[config.mk]
export PLATFORM = sky130hd
export DESIGN_NAME = multi_counter_display_flat
export DESIGN_NICKNAME = d
export VERILOG_FILES = /design/src/rtl/multi_counter_display_if.sv /design/src/rtl/multi_counter_display.sv /design/src/flat_wrapper.sv
export SDC_FILE = /design/constraint.sdc
export NUM_CORES = 1
export LEC_CHECK = 0
export BUFFER_PORTS_ARGS = -buffer_cell sky130_fd_sc_hd__buf_2
export CAP_MARGIN = 20
export CORE_UTILIZATION = 50
export DETAILED_ROUTE_END_ITERATION = 6
export GPL_ROUTABILITY_DRIVEN = 1
export PLACE_DENSITY = 0.66
export RECOVER_POWER = 50
export SLEW_MARGIN = 20
export SYNTH_ARGS = -nofsm -noshare
export SYNTH_HDL_FRONTEND = slang
export SYNTH_SLANG_ARGS = --single-unit
[constraint.sdc]
create_clock -name clk -period 4.5 [get_ports clk]
set_input_delay 0.9 -clock clk [delete_from_list [all_inputs] [get_ports clk]]
set_output_delay 0.9 -clock clk [all_outputs]
set_load 0.005 [all_outputs]
[src/rtl/multi_counter_display_if.sv]
// ---------------------------------------------------------------------------
// multi_counter_display_if
// Bundles the per-channel counter controls and the 7-segment display outputs
// of multi_counter_display.
//   inc/dec/clr  : per-channel single-cycle pulses
//   mode_dec     : per-channel radix, 1 = BCD, 0 = hex
//   ch_sel       : manual channel choice, auto_scan : rotate channels
//   anode        : active-low digit enables, cathode : active-low A..G, DP
//   ch_shown     : channel currently on the display
//   overflow     : sticky per-channel limit flags
// master drives the controls, slave is the counter/display block.
// ---------------------------------------------------------------------------
interface multi_counter_display_if #(
    parameter int NUM_CH = 4,
    parameter int DIGITS = 4
);
    localparam int CH_W = (NUM_CH > 1) ? $clog2(NUM_CH) : 1;

    logic [NUM_CH-1:0] inc;
    logic [NUM_CH-1:0] dec;
    logic [NUM_CH-1:0] clr;
    logic [NUM_CH-1:0] mode_dec;
    logic [CH_W-1:0]   ch_sel;
    logic              auto_scan;
    logic [DIGITS-1:0] anode;
    logic [7:0]        cathode;
    logic [CH_W-1:0]   ch_shown;
    logic [NUM_CH-1:0] overflow;

    modport master (
        output inc, dec, clr, mode_dec, ch_sel, auto_scan,
        input  anode, cathode, ch_shown, overflow
    );

    modport slave (
        input  inc, dec, clr, mode_dec, ch_sel, auto_scan,
        output anode, cathode, ch_shown, overflow
    );
endinterface

[src/rtl/multi_counter_display.sv]
// ---------------------------------------------------------------------------
// multi_counter_display
// NUM_CH independent up/down counters (hex or BCD, DIGITS nibbles each) with
// a multiplexed active-low 7-segment display of one selected channel.
// Ports:
//   clk        : system clock
//   CPU_RESETN : asynchronous active-low reset (release synchronised here)
//   bus        : multi_counter_display_if.slave (controls in, display out)
// ---------------------------------------------------------------------------
module multi_counter_display #(
    parameter int NUM_CH    = 4,
    parameter int DIGITS    = 4,
    parameter int CLK_PER   = 10,
    parameter int REFR_RATE = 1000,
    parameter int DWELL_CYC = 200_000_000,
    parameter int WRAP      = 1
) (
    input  logic clk,
    input  logic CPU_RESETN,
    multi_counter_display_if.slave bus
);
    localparam int CH_W     = (NUM_CH > 1) ? $clog2(NUM_CH) : 1;
    localparam int DIG_W    = (DIGITS > 1) ? $clog2(DIGITS) : 1;
    localparam int VAL_W    = 4 * DIGITS;
    localparam int SCAN_RAW = 1_000_000_000 / (CLK_PER * REFR_RATE * DIGITS);
    localparam int SCAN_CYC = (SCAN_RAW < 1) ? 1 : SCAN_RAW;
    localparam int SCAN_W   = $clog2(SCAN_CYC + 1);
    localparam int DWELL_W  = $clog2(DWELL_CYC + 1);

    localparam logic [VAL_W-1:0] HEX_MAX = '1;
    localparam logic [VAL_W-1:0] DEC_MAX = {DIGITS{4'h9}};

    // BCD +1: ripple the carry through nibbles that roll 9 -> 0
    function automatic logic [VAL_W-1:0] bcd_inc(input logic [VAL_W-1:0] v);
        logic [VAL_W-1:0] r;
        logic             c;
        r = v;
        c = 1'b1;
        for (int i = 0; i < DIGITS; i++) begin
            if (c) begin
                if (v[4*i +: 4] == 4'd9) begin
                    r[4*i +: 4] = 4'd0;
                end else begin
                    r[4*i +: 4] = v[4*i +: 4] + 4'd1;
                    c = 1'b0;
                end
            end
        end
        return r;
    endfunction

    // BCD -1: ripple the borrow through nibbles that roll 0 -> 9
    function automatic logic [VAL_W-1:0] bcd_dec(input logic [VAL_W-1:0] v);
        logic [VAL_W-1:0] r;
        logic             b;
        r = v;
        b = 1'b1;
        for (int i = 0; i < DIGITS; i++) begin
            if (b) begin
                if (v[4*i +: 4] == 4'd0) begin
                    r[4*i +: 4] = 4'd9;
                end else begin
                    r[4*i +: 4] = v[4*i +: 4] - 4'd1;
                    b = 1'b0;
                end
            end
        end
        return r;
    endfunction

    function automatic logic [7:0] seg_font(input logic [3:0] n);
        logic [7:0] s;
        case (n)
            4'h0: s = 8'hC0;
            4'h1: s = 8'hF9;
            4'h2: s = 8'hA4;
            4'h3: s = 8'hB0;
            4'h4: s = 8'h99;
            4'h5: s = 8'h92;
            4'h6: s = 8'h82;
            4'h7: s = 8'hF8;
            4'h8: s = 8'h80;
            4'h9: s = 8'h90;
            4'hA: s = 8'h88;
            4'hB: s = 8'h83;
            4'hC: s = 8'hC6;
            4'hD: s = 8'hA1;
            4'hE: s = 8'h86;
            default: s = 8'h8E;
        endcase
        return s;
    endfunction

    // Reset asserts immediately, releases two clocks after CPU_RESETN rises
    logic [1:0] r_rst_sync;
    logic       w_rst_n;

    always_ff @(posedge clk or negedge CPU_RESETN) begin
        if (!CPU_RESETN) r_rst_sync <= 2'b00;
        else             r_rst_sync <= {r_rst_sync[0], 1'b1};
    end

    assign w_rst_n = r_rst_sync[1];

    // Channel counters
    logic [VAL_W-1:0]  r_val [NUM_CH];
    logic [NUM_CH-1:0] r_ovf;
    logic [NUM_CH-1:0] r_mode_q;

    always_ff @(posedge clk or negedge w_rst_n) begin
        if (!w_rst_n) begin
            for (int n = 0; n < NUM_CH; n++) r_val[n] <= '0;
            r_ovf    <= '0;
            r_mode_q <= '0;
        end else begin
            r_mode_q <= bus.mode_dec;
            for (int n = 0; n < NUM_CH; n++) begin
                if (bus.clr[n]) begin
                    r_val[n] <= '0;
                    r_ovf[n] <= 1'b0;
                end else if (bus.mode_dec[n] != r_mode_q[n]) begin
                    // radix switch: old contents are meaningless in the new radix
                    r_val[n] <= '0;
                end else if (bus.inc[n] && bus.dec[n]) begin
                    r_val[n] <= r_val[n];
                end else if (bus.inc[n]) begin
                    if (r_val[n] == (bus.mode_dec[n] ? DEC_MAX : HEX_MAX)) begin
                        r_val[n] <= (WRAP != 0) ? '0
                                    : (bus.mode_dec[n] ? DEC_MAX : HEX_MAX);
                        r_ovf[n] <= 1'b1;
                    end else begin
                        r_val[n] <= bus.mode_dec[n] ? bcd_inc(r_val[n])
                                                    : r_val[n] + VAL_W'(1);
                    end
                end else if (bus.dec[n]) begin
                    if (r_val[n] == '0) begin
                        if (WRAP != 0) begin
                            r_val[n] <= bus.mode_dec[n] ? DEC_MAX : HEX_MAX;
                            r_ovf[n] <= 1'b1;
                        end
                    end else begin
                        r_val[n] <= bus.mode_dec[n] ? bcd_dec(r_val[n])
                                                    : r_val[n] - VAL_W'(1);
                    end
                end
            end
        end
    end

    // Digit scan timer; r_adv_q delays the display load one clock past the advance
    logic [SCAN_W-1:0] r_scan_cnt;
    logic [DIG_W-1:0]  r_digit;
    logic              r_adv_q;
    logic              w_scan_tc;

    assign w_scan_tc = (r_scan_cnt == '0);

    always_ff @(posedge clk or negedge w_rst_n) begin
        if (!w_rst_n) begin
            r_scan_cnt <= '0;
            r_digit    <= '0;
            r_adv_q    <= 1'b0;
        end else begin
            r_adv_q <= w_scan_tc;
            if (w_scan_tc) begin
                r_scan_cnt <= SCAN_W'(SCAN_CYC - 1);
                r_digit    <= (r_digit == DIG_W'(DIGITS - 1)) ? '0 : r_digit + 1'b1;
            end else begin
                r_scan_cnt <= r_scan_cnt - 1'b1;
            end
        end
    end

    // Channel selection: manual (registered ch_sel) or timed rotation
    logic [DWELL_W-1:0] r_dwell;
    logic [CH_W-1:0]    r_ch_shown;

    always_ff @(posedge clk or negedge w_rst_n) begin
        if (!w_rst_n) begin
            r_dwell    <= '0;
            r_ch_shown <= '0;
        end else if (!bus.auto_scan) begin
            r_dwell    <= '0;
            r_ch_shown <= (int'(bus.ch_sel) >= NUM_CH) ? '0 : bus.ch_sel;
        end else if (r_dwell == DWELL_W'(DWELL_CYC - 1)) begin
            r_dwell    <= '0;
            r_ch_shown <= (r_ch_shown == CH_W'(NUM_CH - 1)) ? '0 : r_ch_shown + 1'b1;
        end else begin
            r_dwell <= r_dwell + 1'b1;
        end
    end

    // Segment pattern for the current digit of the shown channel
    logic [VAL_W-1:0] w_cur;
    logic [DIG_W-1:0] w_msd;
    logic [3:0]       w_nib;
    logic [7:0]       w_seg;

    assign w_cur = r_val[r_ch_shown];

    always_comb begin
        w_msd = '0;
        for (int d = 0; d < DIGITS; d++) begin
            if (w_cur[4*d +: 4] != 4'd0) w_msd = DIG_W'(d);
        end
        w_nib = w_cur[{r_digit, 2'b00} +: 4];
        w_seg = (r_digit > w_msd) ? 8'hFF : seg_font(w_nib);
        // decimal point flags overflow, on digit 0 only
        w_seg[7] = ~((r_digit == '0) && r_ovf[r_ch_shown]);
    end

    logic [DIGITS-1:0] r_anode;
    logic [7:0]        r_cathode;

    always_ff @(posedge clk or negedge w_rst_n) begin
        if (!w_rst_n) begin
            r_anode   <= '1;
            r_cathode <= 8'hFF;
        end else if (r_adv_q) begin
            r_anode   <= ~(DIGITS'(1) << r_digit);
            r_cathode <= w_seg;
        end
    end

    assign bus.anode    = r_anode;
    assign bus.cathode  = r_cathode;
    assign bus.ch_shown = r_ch_shown;
    assign bus.overflow = r_ovf;

endmodule

[src/flat_wrapper.sv]
// flat-port wrapper written by rule: the top's interface ports become plain ports
module multi_counter_display_flat 
#(
    parameter int NUM_CH    = 4,
    parameter int DIGITS    = 4,
    parameter int CLK_PER   = 10,
    parameter int REFR_RATE = 1000,
    parameter int DWELL_CYC = 200_000_000,
    parameter int WRAP      = 1
)
  (clk, CPU_RESETN, bus_inc, bus_dec, bus_clr, bus_mode_dec, bus_ch_sel, bus_auto_scan, bus_anode, bus_cathode, bus_ch_shown, bus_overflow);
  multi_counter_display_if #(.NUM_CH(NUM_CH), .DIGITS(DIGITS)) bus_i ();
  input  logic clk;
  input  logic CPU_RESETN;
  input wire logic [$bits(bus_i.inc)-1:0] bus_inc;
  input wire logic [$bits(bus_i.dec)-1:0] bus_dec;
  input wire logic [$bits(bus_i.clr)-1:0] bus_clr;
  input wire logic [$bits(bus_i.mode_dec)-1:0] bus_mode_dec;
  input wire logic [$bits(bus_i.ch_sel)-1:0] bus_ch_sel;
  input wire logic [$bits(bus_i.auto_scan)-1:0] bus_auto_scan;
  output wire logic [$bits(bus_i.anode)-1:0] bus_anode;
  output wire logic [$bits(bus_i.cathode)-1:0] bus_cathode;
  output wire logic [$bits(bus_i.ch_shown)-1:0] bus_ch_shown;
  output wire logic [$bits(bus_i.overflow)-1:0] bus_overflow;
  assign bus_i.inc = bus_inc;
  assign bus_i.dec = bus_dec;
  assign bus_i.clr = bus_clr;
  assign bus_i.mode_dec = bus_mode_dec;
  assign bus_i.ch_sel = bus_ch_sel;
  assign bus_i.auto_scan = bus_auto_scan;
  assign bus_anode = bus_i.anode;
  assign bus_cathode = bus_i.cathode;
  assign bus_ch_shown = bus_i.ch_shown;
  assign bus_overflow = bus_i.overflow;
  multi_counter_display #(.NUM_CH(NUM_CH), .DIGITS(DIGITS), .CLK_PER(CLK_PER), .REFR_RATE(REFR_RATE), .DWELL_CYC(DWELL_CYC), .WRAP(WRAP)) u_core (.clk(clk), .CPU_RESETN(CPU_RESETN), .bus(bus_i));
endmodule
==> summary.txt, run 1 <==
outcome = finished with violations
failing checks = capacitance limit, slew limit
asr flop ratio synth = 100%
total chip power = 4.76 mW
diode count = 0
Routed met3 length = 2630 um
vias in the first global route = 12,000
Clock Sinks = 134
first-pass GRT wire length = 62,300 um
Post-CTS Resized = 0
Mapped Avg Cell Area = 8.08 um2
Final ANT Viol Nets = 0
initial antenna violation count = 0
clock tree root driver cell = clkbuf_16
share of layout cells above drive strength 1 = 10.4%
#FFs+latches synth = 134
Bufs on Longest Clock Path = 2
total core area = 25,300 um2
Main synth FF type = dfrtp_1
Hold Crit Class = input port to asynchronous set/reset pin
Detailed Route Iter0 Violations = 1,272
length of routed met2 wiring = 17,200 um
routability cong. = 0.893
Crit. End Element = register
max_cap viols = 3
Final #Nets = 1,650
Worst Skew = 0.0113 ns
post-route setup TNS = 0 ns
Total Routing Usage GR = 29.1%
worst-path cell chain = buf_2, clkbuf_1, a31oi_1, nor2_1, o211ai_1, xnor2_1, o21ai_0, a32o_1
TritonCTS clock tree = done
endpoints failing hold = 0
area delta synth->final = 6.66%
Congestion Overflow GR = 0
top sig layer = met4
post-synthesis net count = 1,690
largest net degree at the start of global routing = 76
FF+latch area = 3370 um2
Synth Warn # = 0
fin crit period = 3.74 ns
Leak = 5.58 nW
hold buffer count at CTS = 0
met1 wire length = 17,100 um
flop-to-flop setup slack = 1.17 ns
# DRC = 0
drt pass-1 iters = 5
CTS Buf Count = 17
Die W = 163 um
CP max FO = 44
count leader, synth = nor2_1
post-synth top area cell = dfrtp_1
Cell Pwr Density = 345 nW/um2
number of flops mapped to enable cells by yosys = 0
die area = 26,500 um2
Mapped Cells = 1,599
Hold Slack = 0.228 ns
final std cell area, no fill = 13,800 um2
dpl cell area = 13,200 um2
H-tree Lvls = 4
Worst Path Required = 4.82 ns
element type at the critical path start = input port
slowest cell on the critical path = clkbuf_1
Die Y = 163 um
Port Buffers = 38
top cells by count, synth = 157 x nor2_1, 135 x nand2_1, 122 x dfrtp_1
worst slew pin tran = 2.71 ns
pre-CTS WS = 1.18 ns
clock-pin transition on the worst setup and hold timing paths = 0.07 ns
Netlist cell types = 96
# rows = 58
CP arrival = 4.06 ns
multi-input logic area = 8760 um2
RSZ-0062 raised after global routing = false
Critical Path Source = bus_mode_dec[2]
Post-CTS Repair Setup Buffers = 0
netlist area before placement = 12,900 um2
sequential-to-total area share from yosys stat = 26.1%
Worst R2R Start = u_core.bus.ch_shown[0]
I/O Pins = 39
critical path type = input port to register
Skew-Pair Late Insertion Delay = 0.44 ns
peak supply drop = 259 uV
max_slew headroom = -80.6%
DR vias = 12,700
Vias/cell = 6.66
largest cells by area after synthesis = dfrtp_1 24%, ha_1 6.8%, nor2_1 4.6%
Max Slew Vio Count = 140
wire per inst = 20.0 um
Final WS setup = 0.763 ns
Fillers = 2,318
crit-path max cell delay = 1.34 ns
initial core utilization = 51.1%
hpwl dp = 26,800 um
Final Cycle Share = 83.0%
total length of routed wires = 38,000 um
fmax = 268 MHz
final setup fails = 0
share of the synthesized area in the top cell type = 23.6%
## registers in the layout (all words and copies together), names as in the netlist
name	flops
u_core.r_dwell	28
u_core.bus.ch_shown	2
u_core.r_mode_q	4
u_core.bus.overflow	4
u_core.bus.cathode	8
u_core.bus.anode	4
u_core.r_scan_cnt	15
u_core.r_adv_q	1
u_core.r_digit	2
u_core.r_val	64
u_core.r_rst_sync	2
## placed cells by master, fill, tap and decap left out, types with 12 or more instances in the layout
cell type and n:
a211oi_1 17, a21o_1 15, a21oi_1 82, a31oi_1 34, a32o_1 15, and2_1 12, and3_1 18, and4_1 15
buf_2 36, buf_4 14, clkbuf_16 17, dfrtp_1 122, dfstp_2 12, ha_1 70, inv_1 73, mux2i_1 18
mux4_2 19, nand2_1 135, nand2b_1 12, nand3_1 49, nand4_1 38, nor2_1 157, nor2b_1 14, nor3_1 34
nor3b_1 17, nor4_1 30, o211ai_1 29, o21ai_0 91, o22ai_1 13, o31ai_1 16, o41ai_1 15, xnor2_1 45
xor2_1 35
## area by class of cell
class,instances,share of cell area (%)
clock inverters,15,1.45
flip-flops and latches,134,24.4
repair buffers,56,2.35
clock buffers,17,3.09
multi-input cells,1273,63.6
well taps,330,3.00
inverters,77,2.10
## worst max-delay path, delay by kind of cell
family	cells	cell delay (ns)
xor gates and xnor gates	1	0.20
AOI/OAI and AO/OA	4	0.86
buffers and inverters	2	1.59
and+or+nand+nor	1	0.48
## power breakdown
group / total (mW) / switching, mW / internal [mW]
logic: 1.64 / 0.959 / 0.677
clock network: 1.54 / 0.687 / 0.854
registers: 1.58 / 0.260 / 1.32
## stage by stage
step	utilization (%)	instances
2_1_floorplan	-	1599
3_3_place_gp	52.2	1870
3_5_place_dp	52.2	1870
4_1_cts	54.7	1902
5_1_grt	54.6	1902
6_report	54.6	1902
## routing by layer
metal | vias to the layer above | global-route usage, %
li1 | 5915 | -
met1 | 6101 | 39.8
met2 | 546 | 45.8
met3 | 100 | 4.69
met4 | 0 | 11.8
met5 | - | 0
## logic make-up (layout without fill, tap and decap cells)
kind of cell / Yosys count / in the layout / synth area share, %
multiplexers: 41 / 41 / 5.06
other: 1 / 1 / 0.0290
AND/OR/NAND/NOR: 603 / 603 / 24.6
AO/OA/AOI/OAI: 478 / 478 / 26.0
buffers and inverters: 192 / 165 / 6.01
adder cells (fa/ha/maj): 70 / 70 / 6.78
XOR/XNOR: 80 / 80 / 5.42
flip-flops: 134 / 134 / 26.1
## final timing paths
path	to	depth (start not counted)
worst max register to register	u_core.bus.cathode[0]	9
max in group asynchronous	u_core.r_val[31]	0
worst min register to register	u_core.r_rst_sync[1]	0
worst max-delay path	u_core.r_val[30]	8
worst min-delay path	u_core.r_rst_sync[0]	1
min in group clk	u_core.r_rst_sync[1]	0
Note: power is estimated with default switching activity, not from simulation.
==> run 2: changes to the inputs <==
PLACE_DENSITY = 0.69   (was 0.66)
clock period = 3.31 ns   (was 4.5 ns; I/O delays follow)
==> run 2 against run 1 <==
- the flow still finishes with violations (capacitance limit, slew limit)
- via count is 4.0% higher
- sequential share of layout area is 1.1 points lower
- clock power is 36% higher
- clock skew is 0.0036 ns higher
- combinational power is 54% higher
- worst hold slack better by 0.13 ns
- die area stayed put
- cell area is 4.5% higher
- sequential cell count stayed put
- sequential power is 28% higher
- register-to-register slack worse by 0.92 ns
==> summary.txt, run 2 (synthesized netlist as in run 1, its figures left out) <==
hpwl dp = 28,600 um (+6.6%)
Final #Nets = 1,733 (+5.0%)
leading cell types in the layout, fill and taps excluded = 157 x nor2_1, 135 x nand2_1, 122 x dfrtp_1
Final Cycle Share = 92.4%
CP max FO = 9 (-80%)
peak supply drop = 277 uV (+6.7%)
outcome = finished with violations
Post-CTS Resized = 0 (unchanged)
hold buffer count at CTS = 1 (+1)
Worst R2R Start = u_core.bus.ch_shown[0]
Port Buffers = 38 (unchanged)
CTS Buf Count = 17 (unchanged)
flop-to-flop setup slack = 0.25 ns (-0.92 ns)
Vias/cell = 6.63 (-0.37%)
# DRC = 0 (unchanged)
Fillers = 2,287 (-1.3%)
Final WS setup = 0.253 ns (-0.510 ns)
biggest regs = u_core.r_val x64, u_core.r_dwell x28, u_core.r_scan_cnt x15
fmax = 327 MHz
initial core utilization = 51.1% (unchanged)
initial antenna violation count = 0 (unchanged)
Inst Count DP = 1,952 (+4.4%)
element type at the critical path start = register
diode count = 0 (unchanged)
I/O Pins = 39 (unchanged)
Cell Pwr Density = 461 nW/um2 (+34%)
Hold Slack = 0.362 ns (+0.134 ns)
WHS Endpoint = u_core.r_rst_sync[1]
pre-CTS WS = 0.270 ns (-0.909 ns)
clock-pin transition on the worst setup and hold timing paths = 0.07 ns (about the same)
post-route insts no fill = 1,985 (+4.4%)
final setup fails = 0 (unchanged)
max_cap viols = 1 (-2)
Clock Sinks = 134 (unchanged)
endpoints failing hold = 0 (unchanged)
RSZ-0062 raised after global routing = false
DR vias = 13,200 (+4.0%)
first-pass GRT wire length = 64,600 um (+3.7%)
Detailed Route Iter0 Violations = 1,482 (+17%)
HP Start = u_core.r_rst_sync[0]
Hold Crit Class = register to register
max FFs per register = 64 (unchanged)
H-tree Lvls = 4 (unchanged)
hold depth = 0
vias in the first global route = 12,300 (+3.1%)
clock tree root driver cell = clkbuf_16
CP arrival = 3.41 ns (-0.65 ns)
Die W = 163 um (unchanged)
drt pass-1 iters = 6 (+1)
Bufs on Longest Clock Path = 2 (unchanged)
commonest non-fill, non-tap cell in the layout = nor2_1
die area = 26,500 um2 (unchanged)
Max Slew Vio Count = 50 (-64%)
largest net degree at the start of global routing = 59 (-22%)
routability cong. = 0.942 (+5.6%)
Total Routing Usage GR = 30.3% (+1.1 points)
Final ANT Viol Nets = 0 (unchanged)
Die Y = 163 um (unchanged)
TritonCTS clock tree = done
critical path type = register to register
share of layout cells above drive strength 1 = 14.8% (+4.4 points)
worst reg2reg path depth = 7 (-2)
area delta synth->final = 11.5%
failing checks = capacitance limit, slew limit
Congestion Overflow GR = 0 (unchanged)
# rows = 58 (unchanged)
total core area = 25,300 um2 (unchanged)
fin crit period = 3.06 ns
max_slew headroom = -41.5% (+39 points)
post-route setup TNS = 0 ns (unchanged)
worst slew pin tran = 2.12 ns (-0.587 ns)
Worst Path Required = 3.66 ns (-1.16 ns)
Crit. End Element = register
wire per inst = 20.0 um (about the same)
reg-to-reg endpoint = u_core.bus.cathode[0]
Post-CTS Repair Setup Buffers = 0 (unchanged)
Worst Skew = 0.0149 ns (+0.00358 ns)
total length of routed wires = 39,600 um (+4.3%)
Skew-Pair Late Insertion Delay = 0.43 ns (about the same)
Leak = 6.00 nW (+7.5%)
total chip power = 6.65 mW (+40%)
Most flops, register = u_core.r_val
## run 2: routing by layer
| metal | routed length, um | GRT usage (%) | share of wire, % |
|---|---|---|---|
| met1 | 17200 | 41.7 | 43 |
| met2 | 18200 | 47.8 | 46 |
| met3 | 3030 | 4.56 | 7.7 |
| met4 | 1140 | 11.0 | 2.9 |
| met5 | 0 | 0 | 0 |
## run 2: metrics by stage
stage | instance area [um2] | util, %
after floorplan | 12900 | -
after global placement | 13800 | 54.6
after detailed placement | 13800 | 54.6
after CTS | 14400 | 57.2
after global routing | 14400 | 57.0
final | 14400 | 57.0
## run 2: report_power, final
part	leakage, nW	internal, mW	switching, mW
Combinational	3.95	1.05	1.48
Clock	0.307	1.16	0.924
Sequential	1.74	1.80	0.231
Total	6.00	4.01	2.64
## run 2: worst max path at each step
stage               slack [ns]                    from                     to  cells after the start
finish                    0.25  u_core.bus.ch_shown[0]  u_core.bus.cathode[0]                      7
CTS                       0.24  u_core.bus.ch_shown[0]  u_core.bus.cathode[0]                      7
global placement          0.30  u_core.bus.ch_shown[0]  u_core.bus.cathode[0]                     11
global route             0.002  u_core.bus.ch_shown[0]  u_core.bus.cathode[0]                     11
floorplan                 0.13  u_core.bus.ch_shown[0]  u_core.bus.cathode[0]                     11
detailed placement        0.27  u_core.bus.ch_shown[0]  u_core.bus.cathode[0]                      7
## run 2: layout make-up
type                            instances  area, um2  area share [%]
Tap cell                              330        413            2.87
Multi-Input combinational cell       1273       8760            60.8
Clock inverter                         15        199            1.38
Inverter                               77        289            2.01
Timing Repair Buffer                  139        952            6.61
Sequential cell                       134       3370            23.4
Clock buffer                           17        425            2.95
## run 2: worst max-delay path, stage by stage (launching register included)
cell     delay (ns)
dfrtp_1        0.53
buf_4          0.23
buf_4          0.21
mux4_2         0.52
mux4_2         0.56
ha_1           0.28
or4_1          0.52
o221a_2        0.13
==> run 3: changes to the inputs <==
--- a/config.mk
+++ b/config.mk
@@ -11,5 +11,5 @@
 export DETAILED_ROUTE_END_ITERATION = 6
 export GPL_ROUTABILITY_DRIVEN = 1
-export PLACE_DENSITY = 0.69
+export PLACE_DENSITY = 0.7
 export RECOVER_POWER = 50
 export SLEW_MARGIN = 20
==> constraint.sdc (replaced) <==
create_clock -name clk -period 3.31 [get_ports clk]
set_input_delay 0.331 -clock clk [delete_from_list [all_inputs] [get_ports clk]]
set_output_delay 0.331 -clock clk [all_outputs]
set_load 0.005 [all_outputs]
==> run 3 against run 2 <==
- the flow still finishes with violations (capacitance limit, slew limit)
- register-to-register slack got worse by 0.05 ns
- sequential cell count stayed put
- sequential power about the same
- cell area decreased by 0.60%
- total power fell by 1.2%
- cell count fell by 0.35%
- wire length decreased by 0.52%
- clock skew grew 0.0017 ns
- non-clock buffer count decreased by 7
- maximum frequency decreased by 1.6%
- largest cell class unchanged
==> summary.txt, run 3 (synthesized netlist as in run 1, its figures left out) <==
dpl cell area = 13,700 um2 (-0.38%)
Hold Crit Class = input port to register
multi-input logic area = 8760 um2 (about the same)
initial core utilization = 51.1% (unchanged)
Post-CTS Repair Setup Buffers = 0 (unchanged)
Total Routing Usage GR = 30.2% (-0.091 points)
hpwl dp = 28,300 um (-0.95%)
Detailed Route Iter0 Violations = 1,229 (-17%)
failing checks = capacitance limit, slew limit
CP max FO = 16 (+7)
Max Slew Vio Count = 55 (+10%)
Crit. End Element = register
Finished Core Util = 56.7% (-0.34 points)
H-tree Lvls = 4 (unchanged)
total length of routed wires = 39,400 um (-0.52%)
CP arrival = 3.47 ns (+0.06 ns)
initial antenna violation count = 0 (unchanged)
pre-CTS WS = 0.237 ns (-0.0330 ns)
Worst Path Required = 3.68 ns (+0.02 ns)
total core area = 25,300 um2 (unchanged)
Final Cycle Share = 93.9% (+1.5 points)
clock share of power = 30.9% (-0.5 points)
# DRC = 0 (unchanged)
Post-CTS Resized = 0 (unchanged)
Leak = 5.92 nW (-1.4%)
max_cap viols = 1 (unchanged)
Die W = 163 um (unchanged)
first-pass GRT wire length = 64,500 um (about the same)
Skew-Pair Late Insertion Delay = 0.44 ns (about the same)
Vias/cell = 6.55 (-1.2%)
Int Pwr = 3.92 mW (-2.3%)
share of layout cells above drive strength 1 = 13.5% (-1.3 points)
area delta synth->final = 10.8%
largest net degree at the start of global routing = 56 (-5.1%)
crit-path max cell delay = 0.57 ns (about the same)
leading cell types in the layout, fill and taps excluded = 157 x nor2_1, 135 x nand2_1, 122 x dfrtp_1
CP delay by family, top = simple AND/OR/NAND/NOR gates
# rows = 58 (unchanged)
element type at the critical path start = register
Final ANT Viol Nets = 0 (unchanged)
Congestion Overflow GR = 0 (unchanged)
critical path type = register to register
Critical path buffers and inverters = 1 (-1)
wire per inst = 19.9 um (-0.17%)
outcome = finished with violations
FF+latch area = 3370 um2 (unchanged)
slowest cell on the critical path = mux4_2
worst-path cell chain = buf_4, mux4_2, a2111o_1, nor2_1, ha_1, nor2b_1, o21ai_0, nand2_1, or4_1, o221a_2
Sequential Power Share = 30.9% (+0.4 points)
Final #Nets = 1,726 (-0.40%)
max FFs per register = 64 (unchanged)
I/O Pins = 39 (unchanged)
TritonCTS clock tree = done
Port Buffers = 38 (unchanged)
post-route setup TNS = 0 ns (unchanged)
Hold Slack = 0.0508 ns (-0.311 ns)
Most flops, register = u_core.r_val
worst slew pin tran = 2.39 ns (+0.269 ns)
fin crit period = 3.11 ns (+0.0504 ns)
Bufs on Longest Clock Path = 2 (unchanged)
drt pass-1 iters = 6 (unchanged)
routability cong. = 0.948 (+0.59%)
fmax = 322 MHz (-1.6%)
peak supply drop = 382 uV (+38%)
vias in the first global route = 12,200 (-1.0%)
Gate power share = 38.2% (about the same)
clock tree root driver cell = clkbuf_16
RSZ-0062 raised after global routing = false
Final WS setup = 0.202 ns (-0.0504 ns)
endpoints failing hold = 0 (unchanged)
diode count = 0 (unchanged)
die area = 26,500 um2 (unchanged)
Cell Pwr Density = 458 nW/um2 (-0.63%)
Sw Ratio = 40.3% (+0.63 points)
commonest non-fill, non-tap cell in the layout = nor2_1
Clock Sinks = 134 (unchanged)
CTS Buf Count = 17 (unchanged)
final setup fails = 0 (unchanged)
clock-pin transition on the worst setup and hold timing paths = 0.07 ns (about the same)
Die Y = 163 um (unchanged)
max_slew headroom = -59.4% (-18 points)
Fillers = 2,278 (-0.39%)
Worst Skew = 0.0167 ns (+0.00173 ns)
DR vias = 13,000 (-1.6%)
biggest regs = u_core.r_val x64, u_core.r_dwell x28, u_core.r_scan_cnt x15
switching pwr = 2.65 mW (+0.34%)
final std cell area, no fill = 14,300 um2 (-0.60%)
## run 3: changes by cell type in the layout (fill, tap and decap cells not counted), sizes merged
cell	before	now
clkinv	5	4
clkbuf	23	36
buf	132	112
bufinv	2	1
inv	85	86
clkinvlp	0	1
## run 3: timing repair
item                                    in CTS  in global routing
hold buffers                                 1                  0
endpoints found under the hold margin        2                  0
endpoints found under the setup margin       0                  0
## run 3: cell type report
type,count,area share [%]
clock inverter,15,1.23
multi-input combinational,1273,61.2
clock buffer,17,2.97
tap,330,2.88
sequential,134,23.5
inverter,77,2.02
timing repair buffer,132,6.17
## run 3: worst paths after layout
| path | startpoint | to | slack [ns] | cells past startpoint |
|---|---|---|---|---|
| max in group asynchronous | u_core.r_rst_sync[1] | u_core.bus.anode[3] | 0.60 | 1 |
| max | u_core.bus.ch_shown[0] | u_core.bus.cathode[0] | 0.20 | 10 |
| min | bus_mode_dec[2] | u_core.r_mode_q[2] | 0.05 | 1 |
| min in group asynchronous | CPU_RESETN | u_core.r_rst_sync[1] | 0.19 | 2 |
| max reg2reg | u_core.bus.ch_shown[0] | u_core.bus.cathode[0] | 0.20 | 10 |
| min reg2reg | u_core.r_rst_sync[0] | u_core.r_rst_sync[1] | 0.36 | 0 |
## run 3: metrics by stage
step | cells | total power [mW]
6_report | 1978 | 6.56
4_1_cts | 1978 | 6.55
2_1_floorplan | 1599 | 3.75
3_3_place_gp | 1945 | 4.46
5_1_grt | 1978 | 6.92
3_5_place_dp | 1945 | 4.50
## run 3: worst reg2reg max path, delay by kind of cell (launching register included)
kind	cells	cell delay, ns
fa+ha+maj	1	0.25
compound gates	3	0.70
flops	1	0.44
buf+inv	1	0.32
mux	1	0.58
simple gates	4	0.74
## run 3: layer usage
layer / vias up / track usage (%) / routed length [um]
li1: 6060 / - / -
met1: 6196 / 40.9 / 17000
met2: 599 / 47.3 / 18000
met3: 101 / 5.22 / 3100
met4: 0 / 12.7 / 1240
met5: - / 0 / 0
## run 3: power by group through the flow
| stage | combinational [mW] | sequential [mW] | clock, mW |
|---|---|---|---|
| floorplan | 1.80 | 1.95 | 0 |
| global placement | 2.40 | 2.05 | 0 |
| detailed placement | 2.44 | 2.06 | 0 |
| CTS | 2.47 | 2.03 | 2.06 |
| global route | 2.75 | 2.05 | 2.12 |
| finish | 2.51 | 2.03 | 2.03 |
